$ cat config.mk
export PLATFORM = sky130hd
export DESIGN_NAME = spi_arbiter
export DESIGN_NICKNAME = d
export VERILOG_FILES = /design/src/rtl/spi_arbiter.sv
export SDC_FILE = /design/constraint.sdc
export NUM_CORES = 1
export LEC_CHECK = 0
export BUFFER_PORTS_ARGS = -buffer_cell sky130_fd_sc_hd__buf_2
export CAP_MARGIN = 20
export CORE_MARGIN = 2
export CORE_UTILIZATION = 47
export DETAILED_ROUTE_END_ITERATION = 8
export PLACE_DENSITY = 0.76
export SETUP_SLACK_MARGIN = 0.02
export SLEW_MARGIN = 10
export SYNTH_ARGS = -nofsm -noshare
export SYNTH_HDL_FRONTEND = slang
export SYNTH_SLANG_ARGS = --single-unit
$ cat constraint.sdc
create_clock -name clk -period 2.9 [get_ports clk]
set_input_delay 0.29 -clock clk [delete_from_list [all_inputs] [get_ports clk]]
set_output_delay 0.29 -clock clk [all_outputs]
set_load 0.05 [all_outputs]
$ cat src/rtl/spi_arbiter.sv
`default_nettype none
// ============================================================================
// Module      : spi_arbiter
// Description : Round-robin arbiter and sequencer that shares one spi_master
//               among NREQ requesters and returns the MISO byte with an ack.
// Revision    : 1.0 - initial release
// ============================================================================
module spi_arbiter #(
    parameter int NREQ        = 3,
    parameter int DATA_W      = 8,
    parameter int NSLAVE      = 3,
    parameter int TIMEOUT_CYC = 1023
) (
    input  logic                   clk,
    input  logic                   rst,
    input  logic [NREQ-1:0]        req,
    input  logic [2*NREQ-1:0]      req_slave_sel,
    input  logic [DATA_W*NREQ-1:0] req_data,
    output logic [NREQ-1:0]        gnt,
    output logic [NREQ-1:0]        ack,
    output logic [DATA_W-1:0]      rsp_data,
    output logic                   rsp_err,
    output logic                   busy,
    output logic                   spi_start,
    output logic [1:0]             spi_slave_sel,
    output logic [DATA_W-1:0]      spi_mosi_data,
    input  logic                   spi_done,
    input  logic [DATA_W-1:0]      spi_miso_data
);

    localparam int c_idx_w = (NREQ > 1) ? $clog2(NREQ) : 1;
    localparam int c_cnt_w = $clog2(TIMEOUT_CYC + 1);

    localparam logic [c_idx_w-1:0] c_last_idx = c_idx_w'(NREQ - 1);
    localparam logic [c_cnt_w-1:0] c_tmo_last = c_cnt_w'(TIMEOUT_CYC - 1);
    localparam logic [2:0]         c_nslave   = 3'(NSLAVE);

    typedef enum logic [1:0] {
        S_IDLE  = 2'd0,
        S_ISSUE = 2'd1,
        S_WAIT  = 2'd2,
        S_RESP  = 2'd3
    } state_t;

    state_t               r_state;
    logic [c_idx_w-1:0]   r_ptr;
    logic [c_idx_w-1:0]   r_idx;
    logic [c_cnt_w-1:0]   r_cnt;
    logic                 r_done_q;

    logic                 w_any_req;
    logic [c_idx_w-1:0]   w_pick;
    logic [NREQ-1:0]      w_pick_oh;
    logic [1:0]           w_pick_sel;
    logic [DATA_W-1:0]    w_pick_data;
    logic                 w_sel_bad;
    logic                 w_done_rise;

    // Requester index reached by stepping 'off' positions from 'base', modulo NREQ.
    function automatic logic [c_idx_w-1:0] f_wrap(input logic [c_idx_w-1:0] base,
                                                  input int                 off);
        int s;
        s = int'(base) + off;
        if (s >= NREQ) begin
            s = s - NREQ;
        end
        return c_idx_w'(s);
    endfunction

    always_comb begin
        w_any_req = 1'b0;
        w_pick    = '0;
        for (int k = 0; k < NREQ; k++) begin
            if (!w_any_req && req[f_wrap(r_ptr, k)]) begin
                w_any_req = 1'b1;
                w_pick    = f_wrap(r_ptr, k);
            end
        end
    end

    assign w_pick_oh   = NREQ'(1) << w_pick;
    assign w_pick_sel  = req_slave_sel[2*w_pick +: 2];
    assign w_pick_data = req_data[DATA_W*w_pick +: DATA_W];
    assign w_sel_bad   = ({1'b0, w_pick_sel} >= c_nslave);
    assign w_done_rise = spi_done & ~r_done_q;

    always_ff @(posedge clk or posedge rst) begin
        if (rst) begin
            r_state       <= S_IDLE;
            r_ptr         <= '0;
            r_idx         <= '0;
            r_cnt         <= '0;
            r_done_q      <= 1'b0;
            gnt           <= '0;
            ack           <= '0;
            rsp_data      <= '0;
            rsp_err       <= 1'b0;
            busy          <= 1'b0;
            spi_start     <= 1'b0;
            spi_slave_sel <= '0;
            spi_mosi_data <= '0;
        end else begin
            r_done_q <= spi_done;
            case (r_state)
                S_IDLE: begin
                    if (w_any_req) begin
                        r_idx <= w_pick;
                        gnt   <= w_pick_oh;
                        busy  <= 1'b1;
                        // An unreachable slave is answered with an error without touching the bus.
                        if (w_sel_bad) begin
                            ack      <= w_pick_oh;
                            rsp_err  <= 1'b1;
                            rsp_data <= '0;
                            r_state  <= S_RESP;
                        end else begin
                            spi_start     <= 1'b1;
                            spi_slave_sel <= w_pick_sel;
                            spi_mosi_data <= w_pick_data;
                            r_state       <= S_ISSUE;
                        end
                    end
                end
                S_ISSUE: begin
                    spi_start <= 1'b0;
                    r_cnt     <= '0;
                    r_state   <= S_WAIT;
                end
                S_WAIT: begin
                    if (w_done_rise) begin
                        ack      <= gnt;
                        rsp_data <= spi_miso_data;
                        rsp_err  <= 1'b0;
                        r_state  <= S_RESP;
                    end else if (r_cnt == c_tmo_last) begin
                        ack      <= gnt;
                        rsp_data <= '0;
                        rsp_err  <= 1'b1;
                        r_state  <= S_RESP;
                    end else begin
                        r_cnt <= r_cnt + 1'b1;
                    end
                end
                S_RESP: begin
                    ack     <= '0;
                    rsp_err <= 1'b0;
                    gnt     <= '0;
                    busy    <= 1'b0;
                    r_ptr   <= (r_idx == c_last_idx) ? '0 : r_idx + 1'b1;
                    r_state <= S_IDLE;
                end
                default: begin
                    r_state <= S_IDLE;
                end
            endcase
        end
    end

endmodule
`default_nettype wire

==> out/results.ini <==
[run_status]
outcome=complete, no violations

[setup_path]
slowest_delay_ps=430
crit_top_cell=mux2i_4
critPathRequiredTime_ps=3080
critPathLaunchType=register
r2r_cells=10
crit_path_end_kind=register
cp_data_arrival_time_ps=2960
r2r_setup_slack_ps=120
r2r-start=r_ptr[1]
cpMaxStageDelayCell=dfrtp_1
worstPathMaxFanout=7
crit_type=reg -> reg
r2r-end=rsp_err
path_cells=inv_2, ha_4, mux2i_1, or2_4, a31oi_4, mux2i_4, mux2i_4, a2111oi_4, buf_4, mux2_4

[cts]
root_buffer=clkbuf_8
cts-buffers-inserted=5
insertion_delay_ps=300
clk_pin_slew_ps=90
cts_buffer_depth=2
cts_tree=yes
htree_levels=2
hold_buffers=0
clock_sinks=44

[die]
placementRows=27
start_util_pct=47.8
die_w_um=78.4
die-area_um2=6140
core_um2=5440
die_y_um=78.4
pin_count=71

[routing]
route.detailed.drc=0
drt-total-wl_um=5980
drtIter0Drc=73
wire_per_inst_um=14.7
postRouteAntennaNets=0
vias_per_cell=5.32
dr_total_vias=2170
drt_pass1_iterations=4

[placement]
dp_cells=398
gp_congestion=0.932
place_hpwl_um=4610
pre_cts_ws_ps=6.79
placed_area_um2=3070
port_buffers=70

[yosys]
yosysTopAreaCellShare_pct=42.4
synth_area_um2=2600
synth_xor_area_share_pct=2.02
ys_top_cells_by_count=dfrtp_1 (44), nor2_1 (25), nand2_1 (21), a21oi_1 (20), mux2i_1 (15)
synth_top_family_by_area=compound AO/OA/AOI/OAI gates
synth.net_count=311
yosysTopAreaCell=dfrtp_1
yosysUniqueCellTypes=52
synthCells=256
post-synth-top-count-cell=dfrtp_1
synth_top_flop_cell=dfrtp_1
muxShareOfSynthArea_pct=14.1
yosysSeqAreaShare_pct=42.4
synth-simple-area-share_pct=15.5
yosys_warnings=0
ys_ff_latch=44
synth_compound_area_share_pct=16.9
synth_area_leaders=dfrtp_1 (42%), mux2i_1 (5.8%), ha_1 (5.3%)
synth_fa_ha_area_share_pct=5.30
synth_edf_count=0
syn_area_per_cell_um2=10.2
synthArstFlopShare_pct=100

[sta]
period_share_pct=95.8
finalSetupViolCount=0
maxSlewViolCount=0
rsz0062_at_grt=false
fin_setup_tns_ps=0
clock-skew-final_ps=9.73
worstMarginPinSlew_ps=744
hold_viol=0
slew_headroom_pct=50.1
setup_slack_ps=121
min_period_ps=2780
max_clock_freq_ghz=0.360

[cells_and_area]
fillers=476
fin_nets=390
syn2layout_area_growth_pct=26.1
drive_above_1_share_pct=35.1
n_antenna_cell=0
multi_input_area_um2=1480
design_area_um2=3280
instances_no_fill=408
seqCellArea_um2=1100

[grt]
grt_max_degree=29
grt_antenna_before_repair=0
grt_pass1_vias=2131
grt_pass1_wl_um=9980
track_usage_pct=20.5
grt_overflow=0

[worst_hold_path]
min_path_type=in -> async

[power_and_ir_drop]
irDropWorstVdd_mv=0.737
power_leakage_nw=1.55
powerDensity_nw_per_um2=1280

[flow_run]
maxCapViolations=0

==> worst max-delay path: cells and delay by family (launching register included) <==
kind	cells	cell delay, ps
multiplexers	4	860
AO/OA/AOI/OAI	2	610
flip-flops	1	430
buffers and inverters	2	280
AND/OR/NAND/NOR	1	280
adder cells (fa/ha/maj)	1	190
==> sequential cells by signal, indices dropped and copies added, names as in the netlist <==
name	flops
ack	3
busy	1
gnt	3
r_cnt	10
r_done_q	1
r_idx	2
r_ptr	2
r_state	2
rsp_data	8
rsp_err	1
spi_mosi_data	8
spi_slave_sel	2
spi_start	1
==> cells by family (layout without fill, tap and decap cells) <==
kind of cell	Yosys count	count (layout)
xor+xnor	6	6
fa+ha+maj	11	11
mux	33	33
compound gates	59	59
simple gates	80	80
flops	44	44
buf+inv	23	103
==> worst max-delay path by stage <==
| stage | startpoint | endpoint | slack (ps) |
|---|---|---|---|
| floorplan | r_ptr[0] | ack[0] | 30 |
| global placement | r_ptr[1] | rsp_err | 130 |
| detailed placement | r_ptr[1] | ack[1] | 7 |
| CTS | r_ptr[0] | rsp_err | 30 |
| global route | r_ptr[0] | ack[2] | 10 |
| finish | r_ptr[1] | rsp_err | 120 |
==> cell usage in the layout (no fill, tap or decap), types with 5 or more instances in the layout <==
cell / synthesis / layout
a21oi_1: 20 / 20
inv_1: 13 / 10
nand2_1: 21 / 21
dfrtp_1: 44 / 43
mux2_1: 9 / 9
a22o_1: 9 / 9
mux2i_1: 15 / 15
clkbuf_8: 0 / 5
nor2_1: 25 / 25
xor2_1: 5 / 5
o21ai_0: 10 / 10
buf_2: 1 / 70
buf_4: 1 / 12
nand2b_1: 5 / 5
ha_1: 11 / 9
==> metal layers <==
layer	track usage, %	part of all wire (%)
met1	26.3	44
met2	35.4	52
met3	3.79	3.0
met4	6.32	1.4
met5	0	0
==> final cells by class <==
type                            count  area share (%)
Multi-Input combinational cell    189            45.1
Inverter                           13            1.56
Clock inverter                      3            1.45
Clock buffer                        5            2.10
Sequential cell                    44            33.6
Tap cell                           72            2.75
Timing Repair Buffer               82            13.4
==> what timing repair did <==
| action | in CTS | in global routing |
|---|---|---|
| cloned | 0 | 0 |
| buffers inserted | 0 | 2 |
| pin swaps | 0 | 3 |
| endpoints found under the setup margin | 5 | 22 |
| resized for setup | 2 | 15 |
==> where the power goes <==
part           leakage [nW]  internal, W  switching (W)
Sequential            0.559     0.000838       0.000158
Clock                0.0583     0.000259       0.000219
Combinational         0.932      0.00107        0.00166
==> metrics by stage <==
| stage | util (%) | total power [W] | hold slack (ps) |
|---|---|---|---|
| 2_1_floorplan | - | 0.00297 | 321 |
| 3_3_place_gp | 56.5 | 0.00351 | 354 |
| 3_5_place_dp | 56.5 | 0.00358 | 365 |
| 4_1_cts | 58.9 | 0.00409 | 34.9 |
| 5_1_grt | 60.3 | 0.00453 | 58.0 |
| 6_report | 60.3 | 0.00421 | 17.0 |
No activity file was read; power rests on OpenSTA's default activity.
